==> src/rtl/instruction_fetch.sv <==
// Front pipeline stage: drives the PC, buffers imem words in a 4-entry FIFO and
// issues one 1- or 2-word instruction per cycle, inserting NOP bubbles as needed.
module instruction_fetch #(
   parameter int unsigned           ADDR_WIDTH   = 32,
   parameter int unsigned           WORD_WIDTH   = 16,
   parameter int unsigned           OPCODE_WIDTH = 6,
   parameter logic [63:0]           LONG_OP_MASK = 64'h0,
   parameter logic [ADDR_WIDTH-1:0] RESET_PC     = '0
) (
   input  logic                    gclk,
   input  logic                    grst_n,
   input  logic                    stall,
   input  logic                    JumpFlag,
   input  logic                    JumpType,
   input  logic                    JumpAddrSign,
   input  logic [ADDR_WIDTH-1:0]   JumpAddr,
   output logic                    imem_req,
   output logic [ADDR_WIDTH-1:0]   imem_addr,
   input  logic [WORD_WIDTH-1:0]   imem_rdata,
   input  logic                    imem_valid,
   output logic [2*WORD_WIDTH-1:0] OutDataBus,
   output logic [ADDR_WIDTH-1:0]   OutPc
);

   localparam logic [ADDR_WIDTH-1:0] ADDR_ONE = {{(ADDR_WIDTH-1){1'b0}}, 1'b1};

   logic [WORD_WIDTH-1:0]   buf_word [4];
   logic [ADDR_WIDTH-1:0]   buf_addr [4];
   logic [1:0]              rd_ptr, wr_ptr, rd_ptr1;
   logic [2:0]              count, credit_used;
   logic [1:0]              outstanding, outstanding_nxt, discard;
   logic [ADDR_WIDTH-1:0]   fetch_pc, push_pc, out_pc, target;
   logic [2*WORD_WIDTH-1:0] out_data;
   logic                    rst_seen;
   logic [OPCODE_WIDTH-1:0] head_op;
   logic                    head_long, push, jump;
   logic [1:0]              pop_n;

   // Credit covers buffered words plus words still in flight, so a push never overflows.
   assign credit_used     = count + {1'b0, outstanding};
   assign imem_req        = rst_seen && (credit_used < 3'd4) && (outstanding < 2'd2);
   assign imem_addr       = fetch_pc;
   assign outstanding_nxt = outstanding + {1'b0, imem_req} - {1'b0, imem_valid};

   assign rd_ptr1   = rd_ptr + 2'd1;
   assign head_op   = buf_word[rd_ptr][OPCODE_WIDTH-1:0];
   assign head_long = LONG_OP_MASK[head_op];
   assign jump      = JumpFlag && !stall;
   assign push      = imem_valid && (discard == 2'd0) && !jump;

   always_comb begin
      pop_n = 2'd0;
      if (!stall && !jump) begin
         if (count >= 3'd2)
            pop_n = head_long ? 2'd2 : 2'd1;
         else if (count == 3'd1 && !head_long)
            pop_n = 2'd1;
      end
   end

   always_comb begin
      if (JumpType)
         target = JumpAddr;
      else if (JumpAddrSign)
         target = out_pc - JumpAddr;
      else
         target = out_pc + JumpAddr;
   end

   always_ff @(posedge gclk) begin
      if (push) begin
         buf_word[wr_ptr] <= imem_rdata;
         buf_addr[wr_ptr] <= push_pc;
      end
   end

   always_ff @(posedge gclk or negedge grst_n) begin
      if (!grst_n) begin
         rst_seen    <= 1'b0;
         fetch_pc    <= RESET_PC;
         push_pc     <= RESET_PC;
         rd_ptr      <= 2'd0;
         wr_ptr      <= 2'd0;
         count       <= 3'd0;
         outstanding <= 2'd0;
         discard     <= 2'd0;
         out_data    <= '0;
         out_pc      <= '0;
      end else begin
         rst_seen    <= 1'b1;
         outstanding <= outstanding_nxt;
         if (jump) begin
            // Every word still in flight belongs to the old stream and must be dropped.
            fetch_pc <= target;
            push_pc  <= target;
            rd_ptr   <= 2'd0;
            wr_ptr   <= 2'd0;
            count    <= 3'd0;
            discard  <= outstanding_nxt;
            out_data <= '0;
         end else begin
            if (imem_req)
               fetch_pc <= fetch_pc + ADDR_ONE;
            if (imem_valid && discard != 2'd0)
               discard <= discard - 2'd1;
            if (push) begin
               wr_ptr  <= wr_ptr + 2'd1;
               push_pc <= push_pc + ADDR_ONE;
            end
            rd_ptr <= rd_ptr + pop_n;
            count  <= count + {2'b00, push} - {1'b0, pop_n};
            if (!stall) begin
               case (pop_n)
                  2'd1: begin
                     out_data <= {{WORD_WIDTH{1'b0}}, buf_word[rd_ptr]};
                     out_pc   <= buf_addr[rd_ptr];
                  end
                  2'd2: begin
                     out_data <= {buf_word[rd_ptr1], buf_word[rd_ptr]};
                     out_pc   <= buf_addr[rd_ptr];
                  end
                  default: out_data <= '0;
               endcase
            end
         end
      end
   end

   assign OutDataBus = out_data;
   assign OutPc      = out_pc;

   a_no_overflow: assert property (@(posedge gclk) disable iff (!grst_n)
      !(push && count == 3'd4 && pop_n == 2'd0));

endmodule
==> config.mk <==
export PLATFORM = sky130hd
export DESIGN_NAME = instruction_fetch
export DESIGN_NICKNAME = d
export VERILOG_FILES = /design/src/rtl/instruction_fetch.sv
export SDC_FILE = /design/constraint.sdc
export NUM_CORES = 1
export LEC_CHECK = 0
export ABC_AREA = 1
export CAP_MARGIN = 25
export CORE_UTILIZATION = 25
export DETAILED_ROUTE_END_ITERATION = 10
export HOLD_SLACK_MARGIN = 0.05
export PLACE_DENSITY_LB_ADDON = 0.3
export RECOVER_POWER = 25
export SYNTH_ARGS = -nofsm -noshare
export SYNTH_HDL_FRONTEND = slang
export SYNTH_SLANG_ARGS = --single-unit
==> constraint.sdc <==
create_clock -name gclk -period 4.25 [get_ports gclk]
set_input_delay 0.6375 -clock gclk [delete_from_list [all_inputs] [get_ports gclk]]
set_output_delay 0.6375 -clock gclk [all_outputs]
set_load 0.01 [all_outputs]
==> results of run 1 <==
[worst max-delay path, stage by stage]
cell and delay (ns):
clkdlybuf4s50_1 0.51, nor2_2 0.29, nand2_1 0.14, nor3_2 0.11, buf_4 0.15, nand4_1 0.13
buf_4 0.18, nor3_1 0.31, nor2_1 0.10, xor2_1 0.16, ha_1 0.40, nand2_1 0.12
nor2_1 0.18, nand2_1 0.16, nor3_1 0.16, nand2_1 0.16, nand3_1 0.12, nand3_1 0.08
nand2_1 0.18, a21oi_1 0.09
[synthesized netlist by cell type, drive strengths merged, types with 6 or more instances]
master	instances	area [µm²]
xor2	57	499
dfrtp	124	3100
edfxtp	192	5770
buf	40	229
a21oi	115	583
inv	240	901
ha	46	576
nor2	373	1420
a31oi	45	282
nand3	101	521
xnor2	15	131
nand2	446	1680
nand4	26	169
a32o	16	160
o21ai	160	801
o21bai	6	45.0
nor3	37	245
clkbuf	46	176
[power by group]
group | internal [W] | switching (W) | leakage [nW]
Combinational | 0.00236 | 0.00365 | 5.37
Sequential | 0.00414 | 0.00117 | 3.21
Clock | 0.00209 | 0.00134 | 0.639
[registers in the layout, summed over array words and instances, names as in the netlist]
register	flops
OutPc	32
wr_ptr	2
OutDataBus	16
rd_ptr	2
push_pc	32
rst_seen	1
buf_addr	128
discard	2
imem_addr	32
count	3
outstanding	2
buf_word	64
[kinds of logic after synthesis]
kind of cell,after synthesis,share of synthesized area
AOI/OAI and AO/OA,356,0.113
xor gates and xnor gates,72,0.0359
adders and majority gates,48,0.0351
buffers and inverters,328,0.0749
DFF,316,0.505
other,2,0.000428
and+or+nand+nor,999,0.236
[placed cells by master (no fill, tap or decap), types with 46 or more instances in the layout]
cell / instances
a21oi_1: 113
buf_4: 92
clkdlybuf4s50_1: 118
dfrtp_1: 123
edfxtp_1: 192
ha_1: 46
inv_1: 233
nand2_1: 442
nand3_1: 97
nor2_1: 362
o21ai_0: 154
xor2_1: 57
[cell type report]
cell class	instances	area [µm²]	share of cell area
clock inverters	19	292	0.0133
flip-flops and latches	316	8870	0.405
inverters	242	908	0.0415
well taps	931	1160	0.0532
repair buffers	233	2160	0.0987
multi-input cells	1492	7480	0.342
clock buffers	49	1020	0.0467
[metrics by stage]
step | hold slack, ns | cell area (µm²) | utilization | TNS, ns
3_3_place_gp | 0.478 | 20500 | 0.297 | -5.54
2_1_floorplan | 0.342 | 17600 | - | 0
3_5_place_dp | 0.489 | 20500 | 0.297 | -4.10
4_1_cts | 0.270 | 21800 | 0.316 | 0
6_report | 0.496 | 21900 | 0.317 | 0
5_1_grt | 0.512 | 21900 | 0.317 | 0
[per-layer routing]
layer | vias to the layer above | global-route usage | part of all wire
met2 | 348 | 0.303 | 0.48
li1 | 7407 | - | -
met4 | 0 | 0.0444 | 0.020
met5 | - | 0 | 0
met1 | 7473 | 0.239 | 0.46
met3 | 66 | 0.0207 | 0.040
[what timing repair did]
item | in CTS | in global routing
setup endpoints to repair | 0 | 3
endpoints found under the hold margin | 0 | 29
hold buffers | 0 | 1
gates resized for setup | 0 | 5
[worst min path at each step]
stage,start,to,slack (ns)
floorplan,grst_n,OutDataBus[0]$_DFFE_PN0P_,0.34
global placement,OutDataBus[11]$_DFFE_PN0P_,OutDataBus[11]$_DFFE_PN0P_,0.48
detailed placement,OutDataBus[5]$_DFFE_PN0P_,OutDataBus[5]$_DFFE_PN0P_,0.49
CTS,grst_n,rst_seen$_DFF_PN0_,0.27
global route,OutDataBus[1]$_DFFE_PN0P_,OutDataBus[1]$_DFFE_PN0P_,0.51
finish,OutDataBus[1]$_DFFE_PN0P_,OutDataBus[1]$_DFFE_PN0P_,0.50
==> impl_metrics.ini, run 1 <==
[global_routing]
antenna_found_initial = 0
grt_use_total = 0.178
grt_max_degree = 94
grt_remaining_overflow = 0
grt_pass1_wl_um = 95800
first_global_vias = 15100

[layout]
area_delta_synth_final_pct = 24.8
drive_gt1_frac = 0.0846
diodes = 0
stdcell_count = 3282
fill_cells = 7187
nNetsFinal = 2425

[sta]
finalHoldViolations = 0
finalCritPeriodShare = 0.932
slew_headroom = 0.334
setup_violations = 0
drv_slew = 0
rsz0062_at_grt = no
fin_ws_ns = 0.291
fmaxAchievable_ghz = 0.253
worst_slew_pin_slew_ns = 0.998
fin_skew_ns = 0.0206
period_needed_ns = 3.96

[floorplanning]
io_pins = 152
core-area_um2 = 69100
start_util = 0.254
chipHeight_um = 267
rows = 96
die-area_um2 = 71300
die_w_um = 267

[logic_synthesis]
syn_area_um2 = 17600
ys_ff_latch = 316
yosys_warnings = 0
syn_area_per_cell_um2 = 8.27
synthCells = 2121
synth_flop_cell = edfxtp_1
ys_seq_area_frac = 0.505
async_reset_ff_frac = 0.392
synth-edff-count = 192
synth.distinct_cells = 46

[placed_design]
io_buffers = 135
place_inst = 3212
place_congestion = 0.943
dp_slack_ns = -0.395
hpwl_um = 46600

[outcome]
status = finished, final reports clean

[setup_path]
crit_required_ns = 4.67
r2r_slack_ns = 1.15
endpoint_kind = flip-flop
critPathLaunch = JumpAddr[8]
cp_max_fo = 4
rr_startpoint = OutPc[0]$_DFFE_PN0P_
timing.rr.end = push_pc[28]$_DFFE_PN0P_
cp.arrival_ns = 4.38
critPathKind = in2reg
cp-endpoint = push_pc[28]$_DFFE_PN0P_
cp-start-kind = input pin
ff2ff_path_depth = 16

[routing]
vias = 15300
wl_um = 63200
drc = 0
firstDrtPassIters = 5
postRouteAntennaNets = 0
dr.first_iter.drc_count = 1155
via_per_inst = 4.66
routedWlPerCell_um = 19.3

[hold_path]
hp-class = reg2reg
whs_path_depth = 1

[job]
drv_cap = 0

[cts]
postCtsSetupBuffers = 0
path_clk_slew_ns = 0.06
clk_path_buf_depth = 3
insertion_delay_ns = 0.56
root_buffer = clkbuf_16
clock-sinks = 316
cts_tree = built
h-tree-depth = 2
cts_made_buffers = 37

[power_and_ir_drop]
power.leakage_nw = 9.22
p_total_w = 0.0147
powerDensity_nw_per_um2 = 673
max-vdd-ir-drop_uv = 305
Power figures use the tool's default switching activity.
==> run 2, diff against run 1 <==
==> constraint.sdc (replaced) <==
create_clock -name gclk -period 4.45 [get_ports gclk]
set_input_delay 0.6675 -clock gclk [delete_from_list [all_inputs] [get_ports gclk]]
set_output_delay 0.6675 -clock gclk [all_outputs]
set_load 0.01 [all_outputs]
==> impl_metrics.ini, run 2 (synthesized netlist as in run 1, its figures left out) <==
[power_and_ir_drop]
powerDensity_nw_per_um2 = 641
power.share.combinational = 0.405
max-vdd-ir-drop_uv = 250
p_int_w = 0.00796
clkPwrFrac = 0.228
power_frac_seq = 0.367
switching_share = 0.425
power.leakage_nw = 9.04
power_switching_w = 0.00589

[layout]
final_area_um2 = 21600
largest_reg_flops = 128
top_regs = buf_addr: 128 flops, buf_word: 64 flops
fill_cells = 7229
nNetsFinal = 2395
area_delta_synth_final_pct = 23.1
final_cell_mix = nand2_1, nor2_1, inv_1
stdcell_count = 3251
layout_commonest_cell = nand2_1
regMostFlops = buf_addr
diodes = 0
drive_gt1_frac = 0.0716

[cts]
path_clk_slew_ns = 0.06
insertion_delay_ns = 0.58
root_buffer = clkbuf_16
clock-sinks = 316
postCtsSetupBuffers = 0
h-tree-depth = 2
clk_path_buf_depth = 3
cts_made_buffers = 36
cts_tree = built

[routing]
via_per_inst = 4.71
dr.first_iter.drc_count = 1318
postRouteAntennaNets = 0
drc = 0
firstDrtPassIters = 7
vias = 15300
routedWlPerCell_um = 19.5
wl_um = 63500

[sta]
setup_tns_ns = 0
rsz0062_at_grt = no
setup_violations = 0
fin_skew_ns = 0.0234
finalHoldViolations = 0
slew_headroom = 0.330
fmaxAchievable_ghz = 0.239
whs_ns = 0.492
period_needed_ns = 4.18
drv_slew = 0
worst_slew_pin_slew_ns = 1.00
finalCritPeriodShare = 0.938

[floorplanning]
core-area_um2 = 69100
die_w_um = 267
io_pins = 152
die-area_um2 = 71300
chipHeight_um = 267
rows = 96
start_util = 0.254

[placed_design]
place_congestion = 0.977
io_buffers = 135
place_inst = 3183
hpwl_um = 46100
placed_area_um2 = 20300

[setup_path]
path_buf_inv = 2
crit_top_cell = nand2_1
worstPathCellList = clkdlybuf4s50_1 > inv_1 > ha_1 > nand3_1 > nor2_1 > nand2_1 > nor2_2 > nand3_1 > o21ai_1 > xor2_1 > ha_1 > nand2_1 > nor2_1 > nand2_1 > nor3_1 > nand2_1 > nand3_1 > nand3_1 > nand2_1 > a21oi_1
cp.arrival_ns = 4.60
cpPeakStageDelay_ns = 0.45
crit_required_ns = 4.88
r2r_slack_ns = 1.27
endpoint_kind = flip-flop
critical_path.slowest_cell = ha_1
crit_family = simple AND/OR/NAND/NOR gates
critPathKind = in2reg
cp_max_fo = 5
cp-start-kind = input pin

[hold_path]
hp-class = reg2reg

[global_routing]
grt_max_degree = 83
grt_use_total = 0.178
antenna_found_initial = 0
grt_remaining_overflow = 0
first_global_vias = 14800
grt_pass1_wl_um = 95200

[job]
drv_cap = 0

[outcome]
status = finished, final reports clean
run 2: cell types whose count changed in the layout (fill, tap and decap cells not counted), moves of 2 or more:
| cell | delta |
|---|---|
| inv_6 | -4 |
| buf_12 | -2 |
| clkbuf_16 | -2 |
| clkinv_4 | +2 |
| clkbuf_1 | -3 |
| buf_4 | -27 |
| clkinv_2 | +3 |
| nor2_1 | +2 |
| nor2_2 | -2 |
run 2: cell type report:
type / instances / area, µm² / area share
sequential: 316 / 8870 / 0.411
multi-input combinational: 1492 / 7470 / 0.346
timing repair buffer: 204 / 1920 / 0.0888
tap: 931 / 1160 / 0.0539
clock buffer: 44 / 961 / 0.0445
inverter: 242 / 908 / 0.0421
clock inverter: 22 / 305 / 0.0141
run 2: power by group through the flow:
stage	combinational, W	sequential [W]	clock (W)
finish	0.00561	0.00509	0.00315
global route	0.00625	0.00518	0.00333
CTS	0.00560	0.00511	0.00323
detailed placement	0.00556	0.00516	0
global placement	0.00554	0.00514	0
floorplan	0.00333	0.00471	0
run 2: per-layer routing:
| metal | global-route usage | routed length (µm) | vias up |
|---|---|---|---|
| met1 | 0.238 | 28800 | 7440 |
| met5 | 0 | 0 | - |
| li1 | - | - | 7333 |
| met2 | 0.302 | 30100 | 443 |
| met3 | 0.0207 | 2890 | 80 |
| met4 | 0.0514 | 1690 | 0 |
run 2: worst paths after layout:
path                                      startpoint                   endpoint  cells after the start
max in group asynchronous                     grst_n      OutPc[12]$_DFFE_PN0P_                      4
min reg2reg                OutDataBus[5]$_DFFE_PN0P_  OutDataBus[5]$_DFFE_PN0P_                      1
max reg2reg                     OutPc[0]$_DFFE_PN0P_     push_pc[4]$_DFFE_PN0P_                     12
min in group asynchronous                     grst_n  OutDataBus[8]$_DFFE_PN0P_                      2
min                        OutDataBus[5]$_DFFE_PN0P_  OutDataBus[5]$_DFFE_PN0P_                      1
max                                      JumpAddr[1]  imem_addr[25]$_DFFE_PN0P_                     20
run 2: worst register-to-register path, cell delays in order (launching register included):
cell and delay, ns:
dfrtp_1 0.41, inv_1 0.20, ha_1 0.19, inv_1 0.09, fa_1 0.53, nand3_1 0.12
nand3_1 0.27, xor2_1 0.24, o21ai_0 0.57, buf_4 0.23, nand2_1 0.05, a21oi_1 0.13
a21oi_1 0.05
run 2: metrics by stage:
step | utilization | setup WS, ns | power (W)
after detailed placement | 0.294 | -0.406 | 0.0107
after CTS | 0.312 | 0.181 | 0.0139
after global routing | 0.313 | 0.0671 | 0.0148
after global placement | 0.294 | -0.428 | 0.0107
final | 0.313 | 0.274 | 0.0139
after floorplan | - | 0.506 | 0.00804
run 2: what timing repair did:
action,4_1_cts,5_1_grt
gates resized for setup,0,2
hold buffers,0,1
endpoints found under the setup margin,0,4
endpoints found under the hold margin,0,31
